===== src/rtl/mmio_uart_pkg.sv =====
// mmio_uart_pkg: register offsets, STATUS bit positions and the transmitter FSM states.
package mmio_uart_pkg;
  localparam logic [1:0] TXDATA_OFS  = 2'd0;
  localparam logic [1:0] STATUS_OFS  = 2'd1;
  localparam logic [1:0] DIVISOR_OFS = 2'd2;
  localparam int ST_FULL  = 0;
  localparam int ST_EMPTY = 1;
  localparam int ST_BUSY  = 2;
  localparam int ST_OVF   = 3;
  typedef enum logic [1:0] {IDLE, START, DATA, STOP} tx_state_t;
endpackage


===== src/rtl/sync_fifo.sv =====
// sync_fifo: single-clock FIFO; pointers carry an extra wrap bit so full/empty need no counter.
module sync_fifo #(
  parameter int WIDTH = 8,
  parameter int DEPTH = 4
) (
  input  logic                    clk,
  input  logic                    rst_n,
  input  logic                    push,
  input  logic                    pop,
  input  logic [WIDTH-1:0]        wdata,
  output logic [WIDTH-1:0]        rdata,
  output logic                    full,
  output logic                    empty,
  output logic [$clog2(DEPTH):0]  count
);
  localparam int AW = $clog2(DEPTH);
  logic [WIDTH-1:0] mem [DEPTH];
  logic [AW:0] wr_q, wr_d, rd_q, rd_d;
  always_comb begin
    wr_d = wr_q + (AW+1)'(push);
    rd_d = rd_q + (AW+1)'(pop);
  end
  always_ff @(posedge clk or negedge rst_n) begin
    if (!rst_n) begin
      wr_q <= '0;
      rd_q <= '0;
    end else begin
      wr_q <= wr_d;
      rd_q <= rd_d;
    end
  end
  always_ff @(posedge clk) begin
    if (push) mem[wr_q[AW-1:0]] <= wdata;
  end
  assign rdata = mem[rd_q[AW-1:0]];
  assign full  = (wr_q[AW] != rd_q[AW]) && (wr_q[AW-1:0] == rd_q[AW-1:0]);
  assign empty = wr_q == rd_q;
  assign count = wr_q - rd_q;
endmodule


===== src/rtl/mmio_uart_tx.sv =====
// mmio_uart_tx: bus-mapped 8N1 UART transmitter with TX FIFO, STATUS and baud DIVISOR registers.
module mmio_uart_tx
  import mmio_uart_pkg::*;
#(
  parameter logic [31:0] BASE_ADDR   = 32'h0000_1000,
  parameter int          FIFO_DEPTH  = 4,
  parameter logic [15:0] DEFAULT_DIV = 16'd867
) (
  input  logic        clk,
  input  logic        reset,
  input  logic        data_mem_write_enable,
  input  logic [31:0] data_mem_address,
  input  logic [31:0] data_mem_write_data,
  output logic [31:0] data_mem_read_data,
  output logic        sel,
  output logic        uart_tx
);
  localparam int AW = $clog2(FIFO_DEPTH);
  tx_state_t state_q, state_d;
  logic [15:0] div_q, div_d, bdiv_q, bdiv_d, timer_q, timer_d;
  logic [7:0] shift_q, shift_d, fifo_head;
  logic [2:0] bit_q, bit_d;
  logic [1:0] sync_q, sync_d, ofs;
  logic tx_q, tx_d, ovf_q, ovf_d;
  logic fifo_full, fifo_empty, pop, push, wr, wr_tx, have_data, tick, unused_ok;
  logic [AW:0] fifo_count;
  logic [31:0] status;
  assign sel       = data_mem_address[31:4] == BASE_ADDR[31:4];
  assign ofs       = data_mem_address[3:2];
  assign wr        = sel && data_mem_write_enable;
  assign wr_tx     = wr && ofs == TXDATA_OFS;
  assign have_data = fifo_count != '0;
  assign tick      = timer_q == '0;
  // IDLE may only start once reset release has passed through the synchroniser
  assign pop       = have_data && ((state_q == IDLE && sync_q[1]) || (state_q == STOP && tick));
  assign push      = wr_tx && (!fifo_full || pop);
  assign uart_tx   = tx_q;
  assign unused_ok = ^{data_mem_address[1:0], data_mem_write_data[31:16]};
  sync_fifo #(.WIDTH(8), .DEPTH(FIFO_DEPTH)) u_fifo (
    .clk(clk), .rst_n(reset), .push(push), .pop(pop), .wdata(data_mem_write_data[7:0]),
    .rdata(fifo_head), .full(fifo_full), .empty(fifo_empty), .count(fifo_count)
  );
  always_comb begin
    status = '0;
    status[ST_FULL]  = fifo_full;
    status[ST_EMPTY] = fifo_empty;
    status[ST_BUSY]  = state_q != IDLE;
    status[ST_OVF]   = ovf_q;
    data_mem_read_data = !sel ? '0 : ofs == STATUS_OFS ? status : ofs == DIVISOR_OFS ? {16'd0, div_q} : '0;
  end
  always_comb begin
    sync_d = {sync_q[0], 1'b1};
    div_d  = (wr && ofs == DIVISOR_OFS) ? data_mem_write_data[15:0] : div_q;
    ovf_d  = (wr_tx && fifo_full && !pop) ? 1'b1 :
             (wr && ofs == STATUS_OFS && data_mem_write_data[ST_OVF]) ? 1'b0 : ovf_q;
  end
  always_comb begin
    state_d = state_q;
    case (state_q)
      IDLE:  if (pop) state_d = START;
      START: if (tick) state_d = DATA;
      DATA:  if (tick && bit_q == 3'd7) state_d = STOP;
      STOP:  if (tick) state_d = pop ? START : IDLE;
    endcase
  end
  // divisor is latched per frame so mid-frame DIVISOR writes only affect the next frame
  always_comb begin
    bdiv_d  = pop ? div_q : bdiv_q;
    timer_d = pop ? div_q : state_q == IDLE ? '0 : tick ? bdiv_q : timer_q - 16'd1;
    shift_d = pop ? fifo_head : (state_q == DATA && tick) ? shift_q >> 1 : shift_q;
    bit_d   = state_q == DATA ? bit_q + 3'(tick) : '0;
    tx_d    = state_d == START ? 1'b0 : state_d == DATA ? shift_d[0] : 1'b1;
  end
  always_ff @(posedge clk or negedge reset) begin
    if (!reset) state_q <= IDLE;
    else        state_q <= state_d;
  end
  always_ff @(posedge clk or negedge reset) begin
    if (!reset) begin
      sync_q  <= '0;
      div_q   <= DEFAULT_DIV;
      ovf_q   <= 1'b0;
      bdiv_q  <= '0;
      timer_q <= '0;
      shift_q <= '0;
      bit_q   <= '0;
      tx_q    <= 1'b1;
    end else begin
      sync_q  <= sync_d;
      div_q   <= div_d;
      ovf_q   <= ovf_d;
      bdiv_q  <= bdiv_d;
      timer_q <= timer_d;
      shift_q <= shift_d;
      bit_q   <= bit_d;
      tx_q    <= tx_d;
    end
  end
endmodule

===== config.mk =====
export PLATFORM = sky130hd
export DESIGN_NAME = mmio_uart_tx
export DESIGN_NICKNAME = d
export VERILOG_FILES = /design/src/rtl/mmio_uart_pkg.sv /design/src/rtl/sync_fifo.sv /design/src/rtl/mmio_uart_tx.sv
export SDC_FILE = /design/constraint.sdc
export NUM_CORES = 1
export LEC_CHECK = 0
export CELL_PAD_IN_SITES_DETAIL_PLACEMENT = 0
export CELL_PAD_IN_SITES_GLOBAL_PLACEMENT = 1
export CORE_MARGIN = 10
export CORE_UTILIZATION = 36
export DETAILED_ROUTE_END_ITERATION = 16
export GPL_TIMING_DRIVEN = 0
export PLACE_DENSITY_LB_ADDON = 0.1
export RECOVER_POWER = 100
export REMOVE_ABC_BUFFERS = 1
export SLEW_MARGIN = 10
export SYNTH_ARGS = -nofsm -noshare
export SYNTH_HDL_FRONTEND = slang
export SYNTH_SLANG_ARGS = --single-unit

===== constraint.sdc =====
create_clock -name clk -period 2.7 [get_ports clk]
set_input_delay 0.54 -clock clk [delete_from_list [all_inputs] [get_ports clk]]
set_output_delay 0.54 -clock clk [all_outputs]
set_load 0.02 [all_outputs]

==> results.json, run 1 <==
{
  "ys_ff_latch": 103,
  "grt_setup_unrepaired": "true",
  "total_power_mw": 3.21,
  "routed_via_density": 4.93,
  "clock_latency_ns": 0.35,
  "synth-edff-count": 32,
  "ys_types": 51,
  "clk_path_buf_depth": 2,
  "p_per_area_nw_per_um2": 520,
  "grtUsageTotal_pct": 12.9,
  "drtPass1Iterations": 4,
  "num_antenna_cells": 0,
  "synthTopCellsByCount": "64 x dfrtp_1, 58 x nand2_1, 32 x edfxtp_1, 26 x o21ai_0, 17 x nor2_1",
  "path_common_cell": "ha_1",
  "synth_area_leaders": "dfrtp_1 34%, edfxtp_1 20%, nand2_1 4.6%",
  "rows": 41,
  "worst_pin_slew_ns": 1.77,
  "hpwl_um": 7850,
  "ant_nets": 0,
  "final.setup.worst_slack_ns": 0.0871,
  "fin_area_um2": 6170,
  "start_util_pct": 36.9,
  "cp-end-kind": "flip-flop",
  "max_stage_delay_ns": 0.48,
  "maxCapViolCount": 1,
  "die_area_um2": 18000,
  "layout-drive-gt1-share_pct": 27.7,
  "yosysWarnings": 0,
  "overflow": 0,
  "grt_pass1_wl_um": 18400,
  "die_x_um": 134,
  "finalSetupViolCount": 0,
  "post_drt_wl_per_cell_um": 17.0,
  "vias": 3226,
  "area_delta_synth_final_pct": 31.3,
  "synth_flop_cell": "dfrtp_1",
  "core-area_um2": 12700,
  "violations": "max-capacitance violations, max-slew violations",
  "final_hold_viol_count": 0,
  "path_depth": 11,
  "fmax_mhz": 383,
  "cp-start-kind": "flip-flop",
  "path_clk_slew_ns": 0.06,
  "hold_path_depth": 0,
  "cts_buffers": 9,
  "cts-root-buf": "clkbuf_16",
  "ff2ff_path_depth": 11,
  "critPathKind": "flip-flop to flip-flop",
  "synthArstFlopShare_pct": 68.9,
  "grt_pass1_vias": 3484,
  "syn_area_per_cell_um2": 12.0,
  "cp_num_buf_inv": 3,
  "synth_top_area_cell": "dfrtp_1",
  "antenna_found_initial": 0,
  "drt_iter0_drc": 148,
  "fin_worst_skew_ns": 0.00721,
  "p_leak_nw": 2.78,
  "ir_worst_vdd_mv": 0.287,
  "tns_ns": 0,
  "fin_nets": 554,
  "dp_slack_ns": -1.73,
  "die_height_um": 134,
  "min_path_type": "flip-flop to flip-flop",
  "drt_wl_total_um": 11200,
  "layout.cells.non_filler": 655,
  "cts.sink_count": 103,
  "period_share_pct": 96.8,
  "drv_slew": 30,
  "slowest_stage": "dfrtp_4",
  "cp_cell_sequence": "ha_1 -> nor2b_2 -> xnor2_2 -> o21ai_4 -> buf_12 -> clkinv_16 -> o31ai_4 -> inv_1 -> ha_2 -> ha_1 -> xor2_1",
  "relSlewSlack_pct": -18.3,
  "synth_area_um2": 4700,
  "arrival_ns": 2.84,
  "synth.most_common_cell": "dfrtp_1",
  "gp_congestion": 0.749,
  "placedCellCount": 620,
  "nFillCells": 1226,
  "crit_required_ns": 2.93,
  "critical_path.top_delay_family": "compound AO/OA/AOI/OAI gates",
  "pin_count": 101,
  "yosysSeqAreaShare_pct": 58.4,
  "cts_tree": "done",
  "cts_max_level": 3,
  "synth_cells": 391,
  "grt_max_degree": 43,
  "fin_crit_ns": 2.61,
  "placed_cell_area_um2": 5540,
  "synth_top_area_share_pct": 34.1,
  "io_buffers": 66,
  "outcome": "complete, but fails checks",
  "crit_fanout": 27,
  "drc": 0,
  "cts_hold_buf": 0
}
-- kinds of logic (layout without fill, tap and decap cells) --
family,after synthesis,count (layout),synth area share (%)
DFF,103,103,58.4
xor gates and xnor gates,16,16,2.98
muxes,28,28,8.52
buffers and inverters,39,116,4.79
other,2,17,0.160
and+or+nand+nor,133,133,14.1
adders and majority gates,9,9,2.40
AOI/OAI and AO/OA,61,61,8.60
-- layout by cell type (no fill, tap or decap), drive strengths merged, types with 4 or more instances in the layout --
master / instances
dlygate4sd3: 9
clkbuf: 13
conb: 17
nor4: 9
and2: 14
inv: 10
dlygate4sd2: 11
mux2i: 4
buf: 43
edfxtp: 32
nor2: 17
dfrtp: 64
a21o: 7
xor2: 7
clkdlybuf4s15: 7
ha: 9
clkdlybuf4s50: 13
mux2: 16
a22o: 6
xnor2: 9
nand3: 4
nand2: 58
mux4: 8
dfstp: 7
a21oi: 8
o21ai: 27
clkinv: 5
nor3: 13
-- through the flow --
step	hold slack (ns)	utilization [%]
floorplan	0.244	-
CTS	0.134	48.5
global route	0.365	48.5
global placement	0.340	42.8
detailed placement	0.343	43.5
finish	0.355	48.5
-- worst register-to-register path, cell delays in order (launching register included) --
cell       delay [ns]
dfrtp_4          0.48
ha_1             0.21
nor2b_2          0.16
xnor2_2          0.16
o21ai_4          0.19
buf_12           0.16
clkinv_16        0.10
o31ai_4          0.43
inv_1            0.10
ha_2             0.18
ha_1             0.18
xor2_1           0.14
-- what timing repair did --
item | CTS | global route
endpoints found under the hold margin | 0 | 0
setup buffers | 17 | 3
setup endpoints to repair | 109 | 58
gates cloned | 1 | 0
pin swaps | 19 | 9
resized for setup | 166 | 19
-- final cells by class --
class                   count  area [um2]  area share (%)
well taps                 172         215            3.49
inverters                  11        71.3            1.16
clock inverters             7        86.3            1.40
clock buffers               9         225            3.65
repair buffers             89         832            13.5
flip-flops and latches    103        2750            44.6
multi-input cells         264        1990            32.2
-- final timing paths --
kind / to / slack (ns) / startpoint
max: u_fifo.wr_q[2] / 0.09 / u_fifo.rd_q[0]
min: sync_q[1] / 0.35 / sync_q[0]
max reg2reg: u_fifo.wr_q[2] / 0.09 / u_fifo.rd_q[0]
min reg2reg: sync_q[1] / 0.35 / sync_q[0]
max in group asynchronous: timer_q[0] / 1.01 / reset
min in group asynchronous: shift_q[2] / 0.66 / reset
-- report_power, final --
part,internal [mW],leakage (nW),switching (mW)
logic,0.0836,1.38,0.0898
clock network,0.806,0.155,0.558
registers,1.65,1.24,0.0230
-- sequential cells by signal, summed over array words and instances, names as in the netlist, 2 cells and up --
name         flops
bdiv_q          16
bit_q            3
div_q           16
shift_q          8
state_q          2
sync_q           2
timer_q         16
u_fifo.mem      32
u_fifo.rd_q      3
u_fifo.wr_q      3
-- routing by layer --
layer / share of wire (%) / GRT usage (%)
met3: 9.1 / 6.12
met5: 0 / 0
met2: 46 / 20.1
met1: 44 / 15.9
met4: 0.91 / 2.96
(Power assumes the default switching activity.)
==> run 2, diff against run 1 <==
Settings changed: SLEW_MARGIN 10 to 30.
==> run 2 against run 1 <==
  * The run still ends with max-capacitance violations, max-slew violations left
  * Combinational power about the same
  * Register-to-register slack improved by 0.02 ns
  * Sequential cell count is the same
  * Final area increased by 0.69%
  * Via count is 0.12% higher
==> results.json, run 2 (same netlist as run 1, synthesis figures left out) <==
{
  "hpwl_um": 7900,
  "path_common_cell": "buf_6",
  "core-area_um2": 12700,
  "drt_wl_total_um": 11600,
  "drt_iter0_drc": 168,
  "start_util_pct": 36.9,
  "fin_area_um2": 6210,
  "post_drt_wl_per_cell_um": 17.6,
  "critical_path.top_delay_family": "simple AND/OR/NAND/NOR gates",
  "violations": "max-capacitance violations, max-slew violations",
  "grtUsageTotal_pct": 13.2,
  "num_antenna_cells": 0,
  "dp_slack_ns": -1.48,
  "antenna_found_initial": 0,
  "critPathKind": "input port to output port",
  "maxCapViolCount": 1,
  "io_buffers": 66,
  "rows": 41,
  "clk_path_buf_depth": 2,
  "cts_max_level": 3,
  "fin_crit_ns": 2.65,
  "die_height_um": 134,
  "layout_commonest_cell": "dfrtp_1",
  "grt_pass1_wl_um": 18800,
  "postLayoutCoreUtil_pct": 48.8,
  "cp-end-kind": "output port",
  "die_area_um2": 18000,
  "path_clk_slew_ns": 0.06,
  "crit_fanout": 6,
  "relSlewSlack_pct": -19.3,
  "cts_hold_buf": 0,
  "max_stage_delay_ns": 0.25,
  "outcome": "complete, but fails checks",
  "area_delta_synth_final_pct": 32.2,
  "p_leak_nw": 2.80,
  "ant_nets": 0,
  "pin_count": 101,
  "layout-drive-gt1-share_pct": 26.9,
  "cp-start-kind": "input port",
  "cts_buffers": 9,
  "slowest_stage": "nor4_1",
  "worst_pin_slew_ns": 1.79,
  "cp_cell_sequence": "clkdlybuf4s15_1 -> nor4_1 -> nand4_1 -> nand4b_1 -> buf_6 -> nor3_4 -> buf_6 -> buf_12 -> and2_1 -> buf_4",
  "grt_max_degree": 43,
  "layout.cells.non_filler": 662,
  "clock_latency_ns": 0.35,
  "layout_common_cells": "60 x dfrtp_1, 57 x nand2_1, 32 x edfxtp_1",
  "fin_nets": 561,
  "period_share_pct": 98.1,
  "tns_ns": 0,
  "min_path_type": "flip-flop to flip-flop",
  "cp_num_buf_inv": 5,
  "cts.sink_count": 103,
  "placed_cell_area_um2": 5570,
  "grt_pass1_vias": 3448,
  "cts-root-buf": "clkbuf_16",
  "placedCellCount": 620,
  "cts_tree": "done",
  "overflow": 0,
  "final.setup.worst_slack_ns": 0.0510,
  "fmax_mhz": 378,
  "vias": 3230,
  "p_per_area_nw_per_um2": 510,
  "nFillCells": 1219,
  "die_x_um": 134,
  "drc": 0,
  "gp_congestion": 0.749,
  "fin_worst_skew_ns": 0.00934,
  "drtPass1Iterations": 4,
  "arrival_ns": 2.11,
  "largest_reg_flops": 32,
  "ir_worst_vdd_mv": 0.327,
  "finalSetupViolCount": 0,
  "routed_via_density": 4.88,
  "crit_required_ns": 2.16,
  "drv_slew": 30,
  "final_hold_viol_count": 0
}
## run 2: cell types whose count changed in the layout (fill, tap and decap cells not counted), moves of 2 or more
cell	previous run	this run
inv_1	8	10
buf_4	19	14
nor3_2	1	3
dlygate4sd2_1	11	16
clkbuf_1	1	6
clkbuf_4	0	2
buf_16	1	3
## run 2: repair_timing
action,4_1_cts,5_1_grt
pin swaps,22,8
endpoints found under the hold margin,0,0
cloned,1,1
setup buffers,19,5
endpoints found under the setup margin,106,41
gates resized for setup,163,11
## run 2: report_power, final
part / internal [mW] / leakage, nW / switching, mW
Sequential: 1.65 / 1.24 / 0.0235
Clock: 0.753 / 0.145 / 0.569
Combinational: 0.0828 / 1.42 / 0.0907
Total: 2.49 / 2.80 / 0.683
## run 2: layout make-up
type | instances | area [um2] | share of cell area (%)
sequential | 103 | 2750 | 44.3
multi-input combinational | 264 | 1970 | 31.8
timing repair buffer | 95 | 893 | 14.4
clock buffer | 11 | 246 | 3.97
tap | 172 | 215 | 3.46
inverter | 11 | 67.6 | 1.09
clock inverter | 5 | 56.3 | 0.907
timing repair inverter | 1 | 3.75 | 0.0604
## run 2: final timing paths
kind | cells after the start | from | to | slack [ns]
worst min-delay path | 0 | sync_q[0] | sync_q[1] | 0.35
min in group asynchronous | 1 | reset | shift_q[2] | 0.67
worst max-delay path | 10 | data_mem_address[17] | data_mem_read_data[8] | 0.05
max in group asynchronous | 1 | reset | timer_q[2] | 1.00
worst max register to register | 9 | timer_q[12] | u_fifo.mem[1][7] | 0.11
worst min register to register | 0 | sync_q[0] | sync_q[1] | 0.35
## run 2: routing by layer
layer	vias up	wire length (um)	global-route usage [%]
met4	0	116	2.90
li1	1549	-	-
met1	1568	5160	16.4
met5	-	0	0
met3	10	1030	6.20
met2	103	5330	20.5
## run 2: per-stage QoR
| stage | hold slack [ns] | power [mW] |
|---|---|---|
| finish | 0.354 | 3.17 |
| global route | 0.365 | 3.30 |
| CTS | 0.133 | 3.21 |
| detailed placement | 0.350 | 1.89 |
| global placement | 0.340 | 1.88 |
| floorplan | 0.244 | 1.76 |
